File: src/rtl/fb_reader_pkg.sv
// Shared types and constants for the frame-buffer SDRAM reader.
package fb_reader_pkg;

    typedef enum logic [1:0] {
        S_IDLE  = 2'd0,
        S_FETCH = 2'd1,
        S_DONE  = 2'd2,
        S_FLUSH = 2'd3
    } fb_state_t;

    localparam logic [15:0] FB_UNDERRUN_MAX = 16'hFFFF;

endpackage

File: src/rtl/fb_line_fifo.sv
// First-word-fall-through pixel FIFO with synchronous flush.
// rd_data shows the head word while count != 0, otherwise 0.
module fb_line_fifo #(
    parameter int DEPTH = 64,
    parameter int WIDTH = 16
) (
    input  logic                     clk,
    input  logic                     reset,
    input  logic                     flush,
    input  logic                     wr_en,
    input  logic [WIDTH-1:0]         wr_data,
    input  logic                     rd_en,
    output logic [WIDTH-1:0]         rd_data,
    output logic [$clog2(DEPTH):0]   count
);

    localparam int AW = $clog2(DEPTH);
    localparam logic [AW:0] FULL = (AW+1)'(DEPTH);

    logic [WIDTH-1:0] r_mem [DEPTH];
    logic [AW-1:0]    r_wr_ptr;
    logic [AW-1:0]    r_rd_ptr;
    logic [AW:0]      r_count;
    logic             w_wr;
    logic             w_rd;

    assign w_wr    = wr_en && (r_count != FULL);
    assign w_rd    = rd_en && (r_count != '0);
    assign count   = r_count;
    assign rd_data = (r_count != '0) ? r_mem[r_rd_ptr] : '0;

    // Pointer and occupancy tracking; flush empties the FIFO in one cycle.
    always_ff @(posedge clk) begin
        if (reset || flush) begin
            r_wr_ptr <= '0;
            r_rd_ptr <= '0;
            r_count  <= '0;
        end else begin
            if (w_wr) r_wr_ptr <= r_wr_ptr + 1'b1;
            if (w_rd) r_rd_ptr <= r_rd_ptr + 1'b1;
            case ({w_wr, w_rd})
                2'b10:   r_count <= r_count + 1'b1;
                2'b01:   r_count <= r_count - 1'b1;
                default: r_count <= r_count;
            endcase
        end
    end

    // Storage array; contents need no reset since count gates visibility.
    always_ff @(posedge clk) begin
        if (w_wr) r_mem[r_wr_ptr] <= wr_data;
    end

endmodule

File: src/rtl/fb_sdram_reader.sv
// Frame-buffer scan-out master on the secondary SDRAM host port.
// Optional underrun monitor built when FB_READER_UNDERRUN_EN is defined.
module fb_sdram_reader
    import fb_reader_pkg::*;
#(
    parameter int ADDR_W     = 22,
    parameter int FIFO_DEPTH = 64,
    parameter int OUTS_W     = 3
) (
    input  logic              clk,
    input  logic              reset,
    input  logic              enable,
    input  logic              frame_start,
    input  logic [ADDR_W-1:0] fb_base,
    input  logic [ADDR_W-1:0] fb_words,
    output logic [15:0]       px_data,
    output logic              px_valid,
    input  logic              px_ready,
    output logic              sdr_rd,
    output logic              sdr_wr,
    output logic [ADDR_W-1:0] sdr_hAddr,
    output logic [15:0]       sdr_hDIn,
    input  logic              sdr_earlyOpBegun,
    input  logic              sdr_opBegun,
    input  logic              sdr_rdPending,
    input  logic              sdr_done,
    input  logic              sdr_rdDone,
    input  logic [15:0]       sdr_hDOut,
    output logic              underrun,
    output logic [15:0]       underrun_cnt
);

    localparam int CW = $clog2(FIFO_DEPTH) + 1;

    fb_state_t         r_state, w_nxt_state, w_fresh;
    logic [ADDR_W-1:0] r_addr, r_remaining, r_lat_base, r_lat_words;
    logic [OUTS_W-1:0] r_outstanding, w_out_nxt;
    logic              r_abort, w_abort_nxt;
    logic [CW-1:0]     w_fifo_count;
    logic [31:0]       w_level;
    logic              w_can_issue, w_accept, w_pop, w_fifo_wr, w_flush;
    logic              w_load_in, w_load_lat, w_latch, w_active;
    logic              w_unused_mon;

    assign w_unused_mon = sdr_opBegun ^ sdr_rdPending ^ sdr_done;

    // Credit covers both buffered words and reads still in flight.
    assign w_level     = 32'(w_fifo_count) + 32'(r_outstanding);
    assign w_can_issue = (r_state == S_FETCH) && (r_remaining != '0) &&
                         (w_level < 32'(FIFO_DEPTH)) && (r_outstanding != '1);
    assign w_accept    = w_can_issue && sdr_earlyOpBegun;
    assign w_active    = (r_state == S_FETCH) || (r_state == S_DONE);

    assign sdr_rd    = w_can_issue;
    assign sdr_hAddr = r_addr;
    assign sdr_wr    = 1'b0;
    assign sdr_hDIn  = '0;

    assign px_valid  = (w_fifo_count != '0);
    assign w_pop     = px_valid && px_ready;
    assign w_fifo_wr = sdr_rdDone && w_active && !w_flush;

    // Outstanding reads: accept adds, return removes, both together cancel.
    always_comb begin
        w_out_nxt = r_outstanding;
        case ({w_accept, sdr_rdDone})
            2'b10:   w_out_nxt = r_outstanding + 1'b1;
            2'b01:   w_out_nxt = (r_outstanding != '0) ? r_outstanding - 1'b1 : r_outstanding;
            default: w_out_nxt = r_outstanding;
        endcase
    end

    // Next-state: frame start / abort handling and drain through S_FLUSH.
    always_comb begin
        w_nxt_state = r_state;
        w_load_in   = 1'b0;
        w_load_lat  = 1'b0;
        w_latch     = 1'b0;
        w_flush     = 1'b0;
        w_abort_nxt = r_abort;
        w_fresh     = (fb_words == '0) ? S_DONE : S_FETCH;
        case (r_state)
            S_IDLE: begin
                if (enable && frame_start) begin
                    w_load_in   = 1'b1;
                    w_latch     = 1'b1;
                    w_nxt_state = w_fresh;
                end
            end
            S_FETCH, S_DONE: begin
                if (!enable) begin
                    w_flush     = 1'b1;
                    w_abort_nxt = (w_out_nxt != '0);
                    w_nxt_state = (w_out_nxt == '0) ? S_IDLE : S_FLUSH;
                end else if (frame_start) begin
                    w_flush     = 1'b1;
                    w_latch     = 1'b1;
                    w_abort_nxt = 1'b0;
                    if (w_out_nxt == '0) begin
                        w_load_in   = 1'b1;
                        w_nxt_state = w_fresh;
                    end else begin
                        w_nxt_state = S_FLUSH;
                    end
                end else if (r_state == S_FETCH &&
                             (r_remaining == '0 ||
                              (w_accept && r_remaining == ADDR_W'(1)))) begin
                    w_nxt_state = S_DONE;
                end
            end
            S_FLUSH: begin
                w_flush = 1'b1;
                if (!enable) begin
                    w_abort_nxt = 1'b1;
                end else if (frame_start) begin
                    w_latch     = 1'b1;
                    w_abort_nxt = 1'b0;
                end
                if (r_outstanding == '0) begin
                    w_abort_nxt = 1'b0;
                    if (!enable) begin
                        w_nxt_state = S_IDLE;
                    end else if (frame_start) begin
                        w_load_in   = 1'b1;
                        w_nxt_state = w_fresh;
                    end else if (r_abort) begin
                        w_nxt_state = S_IDLE;
                    end else begin
                        w_load_lat  = 1'b1;
                        w_nxt_state = (r_lat_words == '0) ? S_DONE : S_FETCH;
                    end
                end
            end
            default: w_nxt_state = S_IDLE;
        endcase
    end

    // State, counters and the frame parameters held across a flush.
    always_ff @(posedge clk) begin
        if (reset) begin
            r_state       <= S_IDLE;
            r_addr        <= '0;
            r_remaining   <= '0;
            r_outstanding <= '0;
            r_lat_base    <= '0;
            r_lat_words   <= '0;
            r_abort       <= 1'b0;
        end else begin
            r_state       <= w_nxt_state;
            r_outstanding <= w_out_nxt;
            r_abort       <= w_abort_nxt;
            if (w_latch) begin
                r_lat_base  <= fb_base;
                r_lat_words <= fb_words;
            end
            if (w_load_in) begin
                r_addr      <= fb_base;
                r_remaining <= fb_words;
            end else if (w_load_lat) begin
                r_addr      <= r_lat_base;
                r_remaining <= r_lat_words;
            end else if (w_accept) begin
                r_addr      <= r_addr + 1'b1;
                r_remaining <= r_remaining - 1'b1;
            end
        end
    end

    fb_line_fifo #(.DEPTH(FIFO_DEPTH), .WIDTH(16)) u_fifo (
        .clk     (clk),
        .reset   (reset),
        .flush   (w_flush),
        .wr_en   (w_fifo_wr),
        .wr_data (sdr_hDOut),
        .rd_en   (w_pop),
        .rd_data (px_data),
        .count   (w_fifo_count)
    );

`ifdef FB_READER_UNDERRUN_EN
    logic        r_underrun;
    logic [15:0] r_underrun_cnt;
    logic        w_urun_evt;

    assign w_urun_evt   = px_ready && !px_valid && w_active &&
                          ((r_outstanding != '0) || (r_remaining != '0));
    assign underrun     = r_underrun;
    assign underrun_cnt = r_underrun_cnt;

    // Sticky flag plus saturating count of empty pop attempts mid-frame.
    always_ff @(posedge clk) begin
        if (reset) begin
            r_underrun     <= 1'b0;
            r_underrun_cnt <= '0;
        end else if (w_urun_evt) begin
            r_underrun <= 1'b1;
            if (r_underrun_cnt != FB_UNDERRUN_MAX)
                r_underrun_cnt <= r_underrun_cnt + 1'b1;
        end
    end
`else
    assign underrun     = 1'b0;
    assign underrun_cnt = '0;
`endif

endmodule

File: config.mk
export PLATFORM = sky130hd
export DESIGN_NAME = fb_sdram_reader
export DESIGN_NICKNAME = d
export VERILOG_FILES = /design/src/rtl/fb_reader_pkg.sv /design/src/rtl/fb_line_fifo.sv /design/src/rtl/fb_sdram_reader.sv
export SDC_FILE = /design/constraint.sdc
export NUM_CORES = 1
export LEC_CHECK = 0
export CELL_PAD_IN_SITES_DETAIL_PLACEMENT = 0
export CELL_PAD_IN_SITES_GLOBAL_PLACEMENT = 2
export CORE_MARGIN = 2
export CORE_UTILIZATION = 43
export DETAILED_ROUTE_END_ITERATION = 12
export PLACE_DENSITY_LB_ADDON = 0.08
export SYNTH_ARGS = -nofsm -noshare
export SYNTH_HDL_FRONTEND = slang
export SYNTH_SLANG_ARGS = --single-unit
File: constraint.sdc
create_clock -name clk -period 3.9 [get_ports clk]
set_input_delay 0.78 -clock clk [delete_from_list [all_inputs] [get_ports clk]]
set_output_delay 0.78 -clock clk [all_outputs]
set_load 0.1 [all_outputs]
==> reports/qor.yml, run 1 <==
yosys.area.top_type_share: 0.676
critPathMaxFanout: 8
num_vias: 23477
wl_met1_um: 53800
hold_depth: 2
ys_types: 62
whs_ps: 449
die_y_um: 329
viasPerCell: 5.64
wl_met2_um: 56200
yosys.area.top_type: "edfxtp_1"
rr_worst_depth: 14
setup_tns_ps: -3750
p_sw_frac: 0.301
cts_inserted_buffers: 117
min-delay-start: "r_lat_base[16]"
regToRegEndpoint: "r_remaining[7]"
synth_edf_count: 1024
grt_max_degree: 67
core_mm2: 0.105
fp.dieW_um: 329
leakage_nw: 17.1
grt_overflow: 0
p_seq_frac: 0.410
end_kind: "output pin"
clk_pin_slew_worst_paths_ps: 60
layout-drive-gt1-share: 0.292
cts-root-buf: "clkbuf_16"
hold_end: "r_lat_base[16]"
grtUsageTotal: 0.219
top_layer_used: "met4"
async_flop_share: 0
synth.ff_latch_count: 1143
power_frac_comb: 0.260
worst_slack_ps: -268
irDropWorstVdd_uv: 1110
ys.flop_type: "edfxtp_1"
violations: "setup timing"
gp_congestion: 0.763
intPower_mw: 23.5
clockBufferDepth: 3
synthesis.area_mm2: 0.0455
wirelength_um: 118000
hold_viol: 0
tightestPinTransition_ps: 1330
maxSlewHeadroom: 0.116
finalClockSkew_ps: 52.2
syn_to_final_growth_pct: 19.9
postLayoutCoreUtil: 0.519
h-tree-depth: 3
r2r_start: "r_remaining[10]"
crit_arrival_ps: 3390
hp-class: "reg -> reg"
timing_max_transition_violations_final: 0
p_clk_frac: 0.330
synthCells: 2376
required_ps: 3120
wl_met3_um: 6110
final_area_mm2: 0.0545
insertedDiodeCount: 0
synth_area_leaders: "edfxtp_1 68%, mux4_2 16%, dfxtp_1 5.2%"
grt_first_pass_wirelength_um: 169000
crit_family: "multiplexers"
wl_per_cell_um: 28.4
power.net_switching_mw: 10.2
grt_pass1_vias: 23984
finalCriticalPeriod_ps: 4170
dr.pass1.iters: 7
r2r_setup_slack_ps: 250
start_kind: "flip-flop"
ant_nets: 0
drtIter0Drc: 2201
status: "complete, but fails checks"
report.final.setup_viol: 16
cts_num_sinks: 1143
yosys_warnings: 0
cap_viol_max_count: 0
timing.final.crit_share: 1.07
cellPowerDensity_mw_per_mm2: 618
hpwl_um: 69200
drcViolationCount: 0
crit_buf_inv: 5
die_area_mm2: 0.108
yosysSeqAreaShare: 0.729
crit_type: "reg -> out"
crit_chain: "buf_12 -> buf_16 -> buf_12 -> mux4_2 -> mux4_2 -> mux2i_1 -> buf_4 -> o22ai_2 -> clkbuf_16"
io_pins: 144
fmax_mhz: 240
rows: 119
cts_tree: "built"
initial_core_util: 0.433
worst_path_max_delay_cell: "mux4_2"
cp_slowest_stage_delay_ps: 570
final_net_count: 2766
rsz0062_at_grt: "yes"
io_buffers: 106
ctsHoldBuffers: 0
clock_latency_ps: 710
pre_cts_slack_ps: -143
syn_area_per_cell_um2: 19.1
antenna_found_initial: 3
placed_area_mm2: 0.0496
## worst reg2reg max path: cells and delay by family (launching register included)
| family | cells | cell delay (ps) |
|---|---|---|
| adder cells (fa/ha/maj) | 1 | 320 |
| AND/OR/NAND/NOR | 5 | 1710 |
| AO/OA/AOI/OAI | 5 | 740 |
| flip-flops | 1 | 360 |
| buffers and inverters | 3 | 440 |
## stage by stage
| step | cells | total power, mW |
|---|---|---|
| after floorplan | 2409 | 18.9 |
| after global placement | 3896 | 22.1 |
| final | 4162 | 33.7 |
| after CTS | 4135 | 33.8 |
| after global routing | 4162 | 34.9 |
| after detailed placement | 3896 | 22.2 |
## cells in the mapped netlist, types with 4 or more instances
cell      instances
nor3_1           16
and3_1           35
o21ai_1           9
o21ai_0          32
nand2_1         124
nand3b_1          8
buf_4            34
mux2i_1          35
a211o_1           9
and2_1            6
or2_2             4
xnor2_1          20
edfxtp_1       1024
or3_1             9
a31oi_1          29
a22oi_1           4
o41ai_1           4
and4_1            5
mux4_2          320
o22ai_1          20
inv_1            21
xor2_1           31
nand4_1          13
nor2_1          118
clkbuf_1         90
nand2b_1          4
a21oi_1          78
or4_1             7
buf_2             4
nor4_1           15
nor2b_1           6
dfxtp_1         119
buf_1            39
ha_1             23
nand3_1          28
## placed cells by master (no fill, tap or decap), types with 31 or more instances in the layout
master	count
clkdlybuf4s50_1	71
xor2_1	31
and3_1	35
edfxtp_1	1024
mux4_2	320
o21ai_0	31
clkbuf_16	131
dfxtp_1	113
nand2_1	124
conb_1	34
buf_4	136
nor2_1	89
a21oi_1	77
buf_12	58
## state kept, by name (all words and copies together), names as in the netlist, named ones only
signal,cells
u_fifo.count,7
u_fifo.r_wr_ptr,6
sdr_hAddr,22
r_lat_words,22
r_remaining,22
r_lat_base,22
r_outstanding,3
r_state,2
u_fifo.r_mem,1024
r_abort,1
u_fifo.r_rd_ptr,6
## power groups by stage
stage,clock network (mW),registers (mW),logic (mW)
2_1_floorplan,0,14.2,4.74
3_3_place_gp,0,14.1,8.05
3_5_place_dp,0,14.1,8.10
4_1_cts,11.4,13.8,8.60
5_1_grt,11.8,13.9,9.21
6_report,11.1,13.8,8.76
## repair_timing
action	in CTS	in global routing
endpoints found under the setup margin	16	34
gates cloned	9	3
resized for setup	45	40
setup buffers	12	27
pin swaps	1	3
## worst max path at each step
stage                     startpoint               to  slack [ps]  cells after the start
global placement    sdr_earlyOpBegun    sdr_hAddr[16]          -5                     13
CTS                        flip-flop       px_data[5]        -360                      9
detailed placement       frame_start  u_fifo.count[6]        -140                     14
finish                     flip-flop      px_data[12]        -270                      9
floorplan                  flip-flop      px_data[12]        -220                      7
global route               flip-flop       px_data[8]        -370                      9
## cells by family (layout without fill, tap and decap cells)
| family | count (synthesis) | count (layout) | share of synthesized area |
|---|---|---|---|
| AOI/OAI and AO/OA | 203 | 203 | 0.0264 |
| xor gates and xnor gates | 51 | 51 | 0.00982 |
| adders and majority gates | 24 | 24 | 0.00677 |
| buffers and inverters | 190 | 552 | 0.0186 |
| DFF | 1143 | 1143 | 0.729 |
| muxes | 355 | 355 | 0.166 |
| other | 1 | 34 | 0.0000825 |
| and+or+nand+nor | 409 | 409 | 0.0435 |
## layout make-up
type | count | area [um^2]
Fill cell | 8553 | 50600
Sequential cell | 1143 | 33100
Multi-Input combinational cell | 1076 | 12000
Timing Repair Buffer | 311 | 3730
Clock buffer | 151 | 3150
Tap cell | 1391 | 1740
Clock inverter | 67 | 678
Inverter | 23 | 86.3
## per-layer routing
metal,GRT usage,vias to the layer above
met4,0.0536,0
met5,0,-
met1,0.324,12488
met3,0.0312,131
met2,0.345,631
li1,-,10227
(Power assumes the default switching activity.)
==> run 2: changes to the inputs <==
- SLEW_MARGIN: unset -> 20
- clock period: 3.9 -> 3.7 ns (I/O delays scaled with it)
==> run 2 against run 1 <==
  * The run still ends with setup timing left
  * Worst setup slack lost 130 ps
  * Combinational power grew 9.8%
  * Design area grew 1.2%
  * Clock skew shrank 27 ps
  * Worst hold slack gained 1.4 ps
  * Core utilization grew 0.60 points
  * Die area is the same
  * Wire length grew 0.99%
  * Highest routed layer is now met5
==> reports/qor.yml, run 2 (synthesis gave the netlist of run 1 again) <==
required_ps: 2960  # -160 ps
fmax_mhz: 244
syn_to_final_growth_pct: 21.3
drcViolationCount: 0  # unchanged
num_vias: 23784  # +1.3%
hold_depth: 2  # unchanged
cts_inserted_buffers: 118  # +0.85%
finalClockSkew_ps: 25.4  # -26.7 ps
critPathMaxFanout: 6  # -2
r2r_start: "r_outstanding[2]"
wl_per_cell_um: 28.5  # +0.20%
leakage_nw: 17.3  # +1.0%
rows: 119  # unchanged
dp_cells: 3917  # +0.54%
largest_reg_flops: 1024  # unchanged
die_area_mm2: 0.108  # unchanged
regToRegEndpoint: "r_remaining[18]"
status: "complete, but fails checks"
finalCriticalPeriod_ps: 4100
start_kind: "flip-flop"
min-delay-start: "r_lat_base[9]"
antenna_found_initial: 9  # +6
final_cell_mix: "1,024 x edfxtp_1, 320 x mux4_2, 129 x buf_4"
ant_nets: 0  # unchanged
fin_cells: 4195  # +0.79%
crit_arrival_ps: 3360  # -30 ps
viasPerCell: 5.67  # +0.51%
worst_slack_ps: -398  # -130 ps
clockBufferDepth: 3  # unchanged
gp_congestion: 0.799  # +4.7%
hold_viol: 0  # unchanged
layout-drive-gt1-share: 0.302  # +0.0104
violations: "setup timing"
cts-root-buf: "clkbuf_16"
h-tree-depth: 3  # unchanged
hp-class: "reg -> reg"
tightestPinTransition_ps: 1060  # -271 ps
die_y_um: 329  # unchanged
postLayoutCoreUtil: 0.525  # +0.00605
placed_area_mm2: 0.0502  # +1.0%
cts_num_sinks: 1143  # unchanged
grt_first_pass_wirelength_um: 171000  # +1.1%
hold_end: "r_lat_base[9]"
grt_pass1_vias: 24239  # +1.1%
layout_commonest_cell: "edfxtp_1"
rsz0062_at_grt: "yes"
end_kind: "output pin"
nFillCells: 8458  # -1.1%
cellPowerDensity_mw_per_mm2: 642  # +3.8%
wirelength_um: 119000  # +0.99%
cap_viol_max_count: 0  # unchanged
fp.dieW_um: 329  # unchanged
io_pins: 144  # unchanged
grtUsageTotal: 0.222  # +0.00280
final_net_count: 2797  # +1.1%
drtIter0Drc: 2422  # +10%
grt_overflow: 0  # unchanged
irDropWorstVdd_uv: 1870  # +68%
r2r_setup_slack_ps: 200  # -50 ps
report.final.setup_viol: 16  # unchanged
core_mm2: 0.105  # unchanged
clk_pin_slew_worst_paths_ps: 60  # about the same
final_area_mm2: 0.0552  # +1.2%
grt_max_degree: 67  # unchanged
initial_core_util: 0.433  # unchanged
regMostFlops: "u_fifo.r_mem"
maxSlewHeadroom: 0.296  # +0.181
ctsHoldBuffers: 0  # unchanged
timing_max_transition_violations_final: 0  # unchanged
clock_latency_ps: 690  # -20 ps
dr.pass1.iters: 5  # -2
hpwl_um: 69200  # about the same
crit_type: "reg -> out"
cts_tree: "built"
rr_worst_depth: 15  # +1
timing.final.crit_share: 1.11
io_buffers: 106  # unchanged
run 2: cell count changes in the layout (fill, tap and decap cells not counted), moves of 6 or more:
cell,delta
buf_6,+6
buf_2,-8
buf_16,+7
buf_12,+34
buf_4,-7
run 2: area by class of cell:
type,instances,area (um^2),share of cell area
flip-flops and latches,1143,33100,0.601
well taps,1391,1740,0.0315
repair buffers,341,4530,0.0820
clock buffers,151,3130,0.0567
diodes,3,7.51,0.000136
inverters,23,86.3,0.00156
multi-input cells,1076,12000,0.218
clock inverters,67,494,0.00896
run 2: stage by stage:
step	hold WS, ps	total power [mW]	TNS (ps)	worst slack (ps)
finish	450	35.4	-5410	-398
global placement	440	23.5	-8450	-248
detailed placement	442	23.5	-11600	-321
floorplan	432	19.9	-5340	-383
CTS	450	35.5	-6430	-438
global route	471	36.6	-7190	-467
run 2: what timing repair did:
| item | CTS | global route |
|---|---|---|
| resized for setup | 58 | 28 |
| endpoints found under the hold margin | 0 | 0 |
| buffers inserted | 29 | 12 |
| pin swaps | 2 | 2 |
| setup endpoints to repair | 43 | 60 |
| cloned | 12 | 4 |
run 2: power by group:
group          switching [mW]  total [mW]  internal [mW]
Clock                    4.82        11.2           6.41
Combinational            5.75        9.62           3.87
Sequential              0.245        14.6           14.3
run 2: worst max path at each step:
stage                     start             to  slack (ps)  depth (start not counted)
3_3_place_gp   sdr_earlyOpBegun  sdr_hAddr[16]        -250                         13
5_1_grt               flip-flop     px_data[7]        -470                          9
3_5_place_dp   sdr_earlyOpBegun   sdr_hAddr[4]        -320                         14
4_1_cts               flip-flop     px_data[2]        -440                          9
2_1_floorplan         flip-flop    px_data[12]        -380                          7
6_report              flip-flop     px_data[6]        -400                          9
run 2: worst max-delay path, stage by stage (launching register included):
cell and delay (ps):
dfxtp_4 390, buf_16 160, buf_16 170, buf_12 120
clkbuf_16 140, mux4_2 500, mux4_2 600, mux2i_4 240
o22ai_4 130, buf_12 210
run 2: per-layer routing:
layer	GRT usage	wire, um
met4	0.0723	3630
met5	0	37
met2	0.355	57700
met1	0.310	50900
met3	0.0399	7150
